$ cat src/rtl/inst_queue_if.sv
// Producer/consumer bundle for inst_queue: grouped enqueue, dequeue and flush handshake.
// The queue side uses the slave modport; the driving pipeline stages use master.
interface inst_queue_if #(
  parameter int unsigned DATA_W = 64,
  parameter int unsigned LANES  = 2,
  parameter int unsigned DEPTH  = 8
);
  localparam int unsigned CNT_W = $clog2(DEPTH) + 1;
  localparam int unsigned DEQ_W = $clog2(LANES + 1);

  logic                      flush;
  logic [LANES-1:0]          in_valid;
  logic [LANES*DATA_W-1:0]   in_data;
  logic                      in_ready;
  logic [LANES-1:0]          out_valid;
  logic [LANES*DATA_W-1:0]   out_data;
  logic [DEQ_W-1:0]          out_deq;
  logic [CNT_W-1:0]          count;

  modport master (
    output flush, in_valid, in_data, out_deq,
    input  in_ready, out_valid, out_data, count
  );

  modport slave (
    input  flush, in_valid, in_data, out_deq,
    output in_ready, out_valid, out_data, count
  );
endinterface

$ cat src/rtl/inst_queue.sv
// Multi-lane compacting decoupling queue between superscalar pipeline stages.
// Optional same-cycle bypass of an empty queue: define INST_QUEUE_BYPASS_EN.
module inst_queue #(
  parameter int unsigned DATA_W = 64,
  parameter int unsigned LANES  = 2,
  parameter int unsigned DEPTH  = 8
) (
  input logic         clk,
  input logic         reset,
  inst_queue_if.slave q
);
  localparam int unsigned PTR_W = $clog2(DEPTH);
  localparam int unsigned CNT_W = PTR_W + 1;
  localparam int unsigned DEQ_W = $clog2(LANES + 1);

  logic [DATA_W-1:0] mem_q [DEPTH];
  logic [PTR_W-1:0]  head_q, head_d;
  logic [PTR_W-1:0]  tail_q, tail_d;
  logic [CNT_W-1:0]  count_q, count_d;

  logic [DATA_W-1:0] in_lane  [LANES];
  logic [DEQ_W-1:0]  lane_off [LANES];
  logic [PTR_W-1:0]  wr_idx   [LANES];
  logic [PTR_W-1:0]  rd_idx   [LANES];
  logic [LANES-1:0]  wr_en;
  logic [DEQ_W-1:0]  n_valid, n_in, n_out;
  logic [CNT_W-1:0]  avail;
  logic              in_ready, accept, bypass;

  // Readiness looks only at registered count, so no path from in_valid/out_deq.
  assign in_ready = (CNT_W'(DEPTH) - count_q) >= CNT_W'(LANES);
  assign accept   = in_ready && !q.flush;

  // Each valid lane lands at tail + (number of valid lanes below it).
  always_comb begin
    n_valid = '0;
    for (int i = 0; i < LANES; i++) begin
      in_lane[i]  = q.in_data[i*DATA_W +: DATA_W];
      lane_off[i] = n_valid;
      if (q.in_valid[i]) n_valid = n_valid + DEQ_W'(1);
    end
  end

  assign n_in = accept ? n_valid : '0;

`ifdef INST_QUEUE_BYPASS_EN
  assign bypass = (count_q == '0) && !q.flush;
`else
  assign bypass = 1'b0;
`endif

  // While bypassing, the consumer can only take what arrives this cycle.
  assign avail = bypass ? CNT_W'(n_in) : count_q;

  always_comb begin
    if (CNT_W'(q.out_deq) > avail) n_out = DEQ_W'(avail);
    else                           n_out = q.out_deq;
  end

  // Bypassed entries consumed this cycle occupy head..head+n_out-1 and are skipped.
  always_comb begin
    for (int i = 0; i < LANES; i++) begin
      wr_idx[i] = tail_q + PTR_W'(lane_off[i]);
      wr_en[i]  = accept && q.in_valid[i] && !(bypass && (lane_off[i] < n_out));
    end
  end

  always_comb begin
    if (q.flush) begin
      head_d  = '0;
      tail_d  = '0;
      count_d = '0;
    end else begin
      head_d  = head_q + PTR_W'(n_out);
      tail_d  = tail_q + PTR_W'(n_in);
      count_d = count_q + CNT_W'(n_in) - CNT_W'(n_out);
    end
  end

  always_ff @(posedge clk or posedge reset) begin
    if (reset) begin
      head_q  <= '0;
      tail_q  <= '0;
      count_q <= '0;
    end else begin
      head_q  <= head_d;
      tail_q  <= tail_d;
      count_q <= count_d;
    end
  end

  // Storage needs no reset: out_data is masked by out_valid.
  always_ff @(posedge clk) begin
    for (int i = 0; i < LANES; i++) begin
      if (wr_en[i]) mem_q[wr_idx[i]] <= in_lane[i];
    end
  end

`ifdef INST_QUEUE_BYPASS_EN
  logic [DATA_W-1:0] byp_data [LANES];

  always_comb begin
    for (int k = 0; k < LANES; k++) byp_data[k] = '0;
    for (int i = 0; i < LANES; i++) begin
      if (q.in_valid[i]) byp_data[lane_off[i]] = in_lane[i];
    end
  end
`endif

  always_comb begin
    logic vld;
    q.out_valid = '0;
    q.out_data  = '0;
    for (int i = 0; i < LANES; i++) begin
      rd_idx[i] = head_q + PTR_W'(i);
      vld       = count_q > CNT_W'(i);
      q.out_valid[i] = vld;
      q.out_data[i*DATA_W +: DATA_W] = vld ? mem_q[rd_idx[i]] : '0;
`ifdef INST_QUEUE_BYPASS_EN
      if (bypass) begin
        vld            = CNT_W'(n_in) > CNT_W'(i);
        q.out_valid[i] = vld;
        q.out_data[i*DATA_W +: DATA_W] = vld ? byp_data[i] : '0;
      end
`endif
    end
  end

  assign q.in_ready = in_ready;
  assign q.count    = count_q;

  count_range: assert property (@(posedge clk) disable iff (reset) count_q <= CNT_W'(DEPTH));

endmodule

$ cat src/flat_wrapper.sv
// flat-port wrapper written by rule: the top's interface ports become plain ports
module inst_queue_flat 
#(
  parameter int unsigned DATA_W = 64,
  parameter int unsigned LANES  = 2,
  parameter int unsigned DEPTH  = 8
)
  (clk, reset, q_flush, q_in_valid, q_in_data, q_out_deq, q_in_ready, q_out_valid, q_out_data, q_count);
  inst_queue_if #(.DATA_W(DATA_W), .LANES(LANES), .DEPTH(DEPTH)) q_i ();
  input logic clk;
  input logic reset;
  input wire logic [$bits(q_i.flush)-1:0] q_flush;
  input wire logic [$bits(q_i.in_valid)-1:0] q_in_valid;
  input wire logic [$bits(q_i.in_data)-1:0] q_in_data;
  input wire logic [$bits(q_i.out_deq)-1:0] q_out_deq;
  output wire logic [$bits(q_i.in_ready)-1:0] q_in_ready;
  output wire logic [$bits(q_i.out_valid)-1:0] q_out_valid;
  output wire logic [$bits(q_i.out_data)-1:0] q_out_data;
  output wire logic [$bits(q_i.count)-1:0] q_count;
  assign q_i.flush = q_flush;
  assign q_i.in_valid = q_in_valid;
  assign q_i.in_data = q_in_data;
  assign q_i.out_deq = q_out_deq;
  assign q_in_ready = q_i.in_ready;
  assign q_out_valid = q_i.out_valid;
  assign q_out_data = q_i.out_data;
  assign q_count = q_i.count;
  inst_queue #(.DATA_W(DATA_W), .LANES(LANES), .DEPTH(DEPTH)) u_core (.clk(clk), .reset(reset), .q(q_i));
endmodule
$ cat config.mk
export PLATFORM = sky130hd
export DESIGN_NAME = inst_queue_flat
export DESIGN_NICKNAME = d
export VERILOG_FILES = /design/src/rtl/inst_queue_if.sv /design/src/rtl/inst_queue.sv /design/src/flat_wrapper.sv
export SDC_FILE = /design/constraint.sdc
export NUM_CORES = 1
export LEC_CHECK = 0
export ABC_AREA = 0
export BUFFER_PORTS_ARGS = -buffer_cell sky130_fd_sc_hd__buf_4
export CAP_MARGIN = 5
export CELL_PAD_IN_SITES_DETAIL_PLACEMENT = 1
export CELL_PAD_IN_SITES_GLOBAL_PLACEMENT = 1
export CORE_AREA = 2 2 280 282
export CTS_CLUSTER_SIZE = 10
export DETAILED_ROUTE_END_ITERATION = 7
export DIE_AREA = 0 0 282 284
export PLACE_DENSITY = 0.67
export SLEW_MARGIN = 0
export SYNTH_ARGS = -nofsm -noshare
export SYNTH_HDL_FRONTEND = slang
export SYNTH_SLANG_ARGS = --single-unit
export TNS_END_PERCENT = 100
$ cat constraint.sdc
create_clock -name clk -period 10.9 [get_ports clk]
set_input_delay 1.09 -clock clk [delete_from_list [all_inputs] [get_ports clk]]
set_output_delay 1.09 -clock clk [all_outputs]
set_load 0.03 [all_outputs]
# [Yosys cells after proc, flatten, opt, wreduce, memory -nomap -nowiden]
# Memory sizes are Yosys's and may differ from the RTL's.
# Cells that the tools add are included.
[op_classes] order_cmp=4 reduce_logical=4 addsub=8 n_mux=13
[ops] op="64-bit 2-to-1 mux" count=2
[ops] op="3-bit by 2-bit adder with 3-bit output" count=3
[ops] op="4-bit by 1-bit greater-than comparator with 1-bit output (second input constant)" count=2
[ops] op="2-bit 2-to-1 mux" count=3
[ops] op="3-bit 2-to-1 mux" count=2
[ops] op="1-bit 2-to-1 mux" count=5
[ops] op="4-bit by 2-bit adder with 4-bit output" count=1
[ops] op="4-bit by 2-bit greater-or-equal comparator with 1-bit output (second input constant)" count=1
[ops] op="2-bit by 4-bit greater-than comparator with 1-bit output" count=1
[ops] op="4-bit 2-to-1 mux" count=1
[ops] op="4-bit by 2-bit subtractor with 4-bit output" count=1
[ops] op="4-bit subtractor (first input constant)" count=1
[ops] op="3-bit by 1-bit adder with 3-bit output (second input constant)" count=1
[ops] op="1-bit logical AND" count=3
[ops] op="1-bit by 1-bit adder with 2-bit output (second input constant)" count=1
[ops] op="1-bit zero test" count=1
[word_totals] input_bits=135 n_memories=1 reg_bits=10 ram_bits=512 elab_cells=33 output_inout_bits=135
[mem_list] memory="u_core.mem_q" depth=8 width=64 read_ports=2 rd_ports_with_merged_regs=0 write_ports=2 line_no="inst_queue.sv:16" text="logic [DATA_W-1:0] mem_q [DEPTH];"

# [Depth between registers and ports, before layout]
[depth] ltp_word=7 mapped_depth=14 ltp_nobuf=13

# [Worst setup path before layout]
# OpenSTA, ideal clock, no wires.
[synth_path] path_type="input -> register" start="input port q_in_valid[0]" end="memory u_core.mem_q[2][0] (enable)" arrival_time_ns=4.683 slack_ns=5.731 required_time_ns=10.414 n_path_buf=0 stages=6 setup_ns=0.486 cell_sequence="ha_1 > ha_1 > xnor2_1 > and2_1 > a22oi_1 > nor2_1"
[synth_lines] item="start: declaration" line_no="flat_wrapper.sv:13" text="input wire logic [$bits(q_i.in_valid)-1:0] q_in_valid;"
[synth_lines] item="end: declaration" line_no="inst_queue.sv:16"

# [Worst setup path after layout]
[layout_path] start="register u_core.head_q[1]" end="output port q_out_data[66]"
[layout_via] elab_chain_cells=3
[layout_rtl] item="start: declaration" line_no="inst_queue.sv:17" text="logic [PTR_W-1:0] head_q, head_d;"
[layout_rtl] item="start signal: assignment" line_no="inst_queue.sv:82" text="head_q <= '0;"
[layout_rtl] item="start signal: assignment" line_no="inst_queue.sv:86" text="head_q <= head_d;"
[layout_rtl] item="3-bit by 1-bit adder with 3-bit output" line_no="inst_queue.sv:115" text="rd_idx[i] = head_q + PTR_W'(i);"
[layout_rtl] item="memory 8 x 64 bit"
[layout_rtl] item="64-bit 2-to-1 mux" line_no="inst_queue.sv:118" text="q.out_data[i*DATA_W +: DATA_W] = vld ? mem_q[rd_idx[i]] : '0;"
[layout_rtl] item="end: declaration" line_no="flat_wrapper.sv:18" text="output wire logic [$bits(q_i.out_data)-1:0] q_out_data;"
# Every way passes these cells.

==> impl_metrics.sql <==
INSERT INTO impl_metrics (metric_group, metric, value, unit) VALUES
('clocking', 'clock_tree.buffer_depth', '3', ''),
('grt', 'maximum_number_of_pins_on_one_net_before_global_route_repair', '145', ''),
('sta', 'finalHoldViolations', '0', ''),
('route', 'drt-wirelength-per-cell', '30.33', 'µm'),
('worst_setup_path', 'timing.critical_path.mode_cell', 'buf_4', ''),
('logic_synthesis', 'synth_cell_type_count', '35', ''),
('sta', 'min_period_over_period', '0.5313', ''),
('route', 'antenna_violating_nets_post_route', '0', ''),
('route', 'top_signal_layer_used', 'met5', ''),
('job', 'cap_viol_max_count', '0', ''),
('power_and_ir_drop', 'vdd_ir_drop_max', '0.2208', 'mV'),
('cells_and_area', 'synthToLayoutAreaGrowth', '15.33', '%'),
('status', 'run_status', 'finished clean', ''),
('worst_setup_path', 'timing.rr.start', 'u_core.q.count[1]$_DFF_PP0_', ''),
('sta', 'finClkSkew', '19.85', 'ps'),
('worst_setup_path', 'crit_end', 'q_out_data[66]', ''),
('route', 'routed_wirelength', '96.52', 'mm'),
('clocking', 'clk_pin_slew_worst_setup_hold_paths', '60', 'ps'),
('logic_synthesis', 'synth-seq-cells', '522', ''),
('logic_synthesis', 'synth-async-reset-ratio', '0.01916', ''),
('grt', 'number_of_global_route_vias_before_repair', '20400', ''),
('sta', 'transition_time_at_the_pin_with_the_least_slew_margin', '1281', 'ps'),
('die', 'pin_count', '270', ''),
('clocking', 'clock_sink_count', '522', ''),
('worst_setup_path', 'path_depth', '7', ''),
('clocking', 'cts-root-buf', 'clkbuf_16', ''),
('route', 'remaining_drc_errors', '0', ''),
('place', 'place_congestion', '0.7672', ''),
('worst_setup_path', 'required', '9810', 'ps'),
('sta', 'timing.final.setup_violations', '0', ''),
('route', 'wl_met2', '49.52', 'mm'),
('logic_synthesis', 'synth.largest_area_cell', 'edfxtp_1', ''),
('logic_synthesis', 'synth.net_count', '2026', ''),
('worst_setup_path', 'worst_setup_sp', 'u_core.head_q[1]$_DFF_PP0_', ''),
('logic_synthesis', 'yosys-top-cells-area', 'edfxtp_1 50%, mux4_2 19%, mux2_2 17%', ''),
('logic_synthesis', 'synthesis.yosys.warnings', '0', ''),
('worst_setup_path', 'r2r-end', 'u_core.mem_q[4][22]$_DFFE_PP_', ''),
('cells_and_area', 'finalNetCount', '2261', ''),
('hold_path', 'hold_path.class', 'input port to asynchronous set/reset pin', ''),
('sta', 'timing.final.crit_period', '5791', 'ps'),
('worst_setup_path', 'arrival', '4700', 'ps'),
('route', 'drt_pass1_iterations', '5', ''),
('route', 'routed_metal_1_wire_length', '39.28', 'mm'),
('worst_setup_path', 'crit_path_max_fanout', '47', ''),
('die', 'start_util', '0.3977', ''),
('clocking', 'cts_resized', '0', ''),
('worst_setup_path', 'worst_setup_path_end_kind', 'output pin', ''),
('sta', 'finalSetupTns', '0', 'ps'),
('die', 'die_height', '284', 'µm'),
('sta', 'slew-limit-headroom', '0.1459', ''),
('logic_synthesis', 'synth.yosys.seq_area_share', '0.5105', ''),
('route', 'met3_length', '5.456', 'mm'),
('logic_synthesis', 'synthDominantCellAreaShare', '0.5024', ''),
('clocking', 'htreeDepth', '2', ''),
('worst_setup_path', 'crit_family', 'buffers and inverters', ''),
('clocking', 'clkLatencyLatePin', '620', 'ps'),
('logic_synthesis', 'synth_top_flop_cell', 'edfxtp_1', ''),
('logic_synthesis', 'synth_area', '30600', 'µm²'),
('die', 'floorplan.die.width', '282', 'µm'),
('power_and_ir_drop', 'power_per_cell_area', '280.7', 'nW/µm²'),
('grt', 'global_route.overflow_total', '0', ''),
('die', 'rows', '102', ''),
('power_and_ir_drop', 'leakage', '11.56', 'nW'),
('place', 'buffer_ports.inserted', '269', ''),
('worst_setup_path', 'regToRegSetupSlack', '7110', 'ps'),
('clocking', 'number_of_buffers_added_by_the_clock_tree_synthesis_step', '61', ''),
('clocking', 'post-cts-setup-buffers', '0', ''),
('worst_setup_path', 'reg2reg_depth', '8', ''),
('die', 'core_region_area', '76960', 'µm²'),
('clocking', 'hold_buffers', '0', ''),
('grt', 'track_usage', '0.2400', '');
## flip-flops by register name, summed over array words and instances, names as in the netlist
name / count
u_core.q.count: 4
u_core.head_q: 3
u_core.mem_q: 512
u_core.tail_q: 3
## through the flow
stage	cell area [µm²]	setup WS, ps	std cells
2_1_floorplan	30600	5731	1870
4_1_cts	35280	4915	3176
5_1_grt	35290	4767	3180
3_3_place_gp	33560	5622	3082
3_5_place_dp	33560	5579	3082
6_report	35300	5109	3182
## Yosys cell counts, types with 5 or more instances
| cell type | count |
|---|---|
| a21oi_1 | 66 |
| a22oi_1 | 6 |
| and2_1 | 5 |
| buf_1 | 24 |
| buf_2 | 12 |
| buf_4 | 20 |
| buf_6 | 29 |
| clkbuf_1 | 58 |
| dfrtp_1 | 10 |
| edfxtp_1 | 512 |
| ha_1 | 17 |
| inv_1 | 15 |
| mux2_1 | 44 |
| mux2_2 | 468 |
| mux2i_1 | 64 |
| mux4_2 | 256 |
| nand2_1 | 133 |
| nor2_1 | 85 |
| nor2b_1 | 7 |
| nor3_4 | 8 |
## report_power, final
| part | switching (mW) | total (mW) | internal (mW) | leakage (nW) |
|---|---|---|---|---|
| Sequential | 0.176 | 2.60 | 2.43 | 4.77 |
| Clock | 0.798 | 1.85 | 1.05 | 0.830 |
| Combinational | 3.22 | 5.45 | 2.23 | 5.96 |
## cell usage in the layout (no fill, tap or decap), drive strengths merged, types with 2 or more instances in the layout
cell    synthesis  layout
a22oi           6       6
buf            85     315
nand2b          3       3
clkbuf         58      84
and3b           2       2
a32oi           2       2
and2            5       5
edfxtp        512     512
inv            15      15
xnor2           4       4
nor2b           7       7
nand2         133     133
fa              4       4
clkinv          0       9
ha             17      17
nor2           85      85
a21oi          66      66
xor2            4       4
mux2i          64      64
mux4          256     256
dfrtp          10      10
nor3            8       8
o21ai           2       2
mux2          512     512
diode           0       6
nor3b           3       3
## final cells by class
type / count / area [µm²] / area share
Inverter: 15 / 56.30 / 0.001595
Timing Repair Buffer: 315 / 2377 / 0.06735
Tap cell: 1040 / 1301 / 0.03687
Clock inverter: 10 / 76.32 / 0.002162
Antenna cell: 6 / 15.01 / 0.0004254
Clock buffer: 84 / 1644 / 0.04658
Sequential cell: 522 / 15640 / 0.4430
Multi-Input combinational cell: 1190 / 14190 / 0.4020
## logic make-up (layout without fill, tap and decap cells)
logic type	after synthesis	in the layout	synth area share
muxes	832	832	0.3977
DFF	522	522	0.5105
and+or+nand+nor	249	249	0.03614
buffers and inverters	158	424	0.02944
AOI/OAI and AO/OA	80	80	0.01431
adders and majority gates	21	21	0.009567
xor gates and xnor gates	8	8	0.002289
other	0	6	0
## worst min path at each step
stage,startpoint,endpoint,slack [ps]
after floorplan,u_core.tail_q[2]$_DFF_PP0_,u_core.tail_q[2]$_DFF_PP0_,590
after global placement,u_core.tail_q[2]$_DFF_PP0_,u_core.tail_q[2]$_DFF_PP0_,650
after detailed placement,u_core.tail_q[2]$_DFF_PP0_,u_core.tail_q[2]$_DFF_PP0_,680
after CTS,reset,u_core.q.count[1]$_DFF_PP0_,450
after global routing,reset,u_core.q.count[0]$_DFF_PP0_,470
final,reset,u_core.q.count[2]$_DFF_PP0_,470
## worst register-to-register path: stages (launching register included)
cell and delay [ps]:
dfrtp_1 470, inv_1 150, ha_1 250, nor2b_1 140, o2111a_1 260, buf_4 280
nor2_4 720, buf_4 520, buf_4 610
## per-layer routing
metal,vias to the layer above,global-route usage
met1,9979,0.3074
met5,-,0
met4,16,0.05944
met2,567,0.4193
li1,8018,-
met3,140,0.04273
Note: power is estimated with default switching activity, not from simulation.
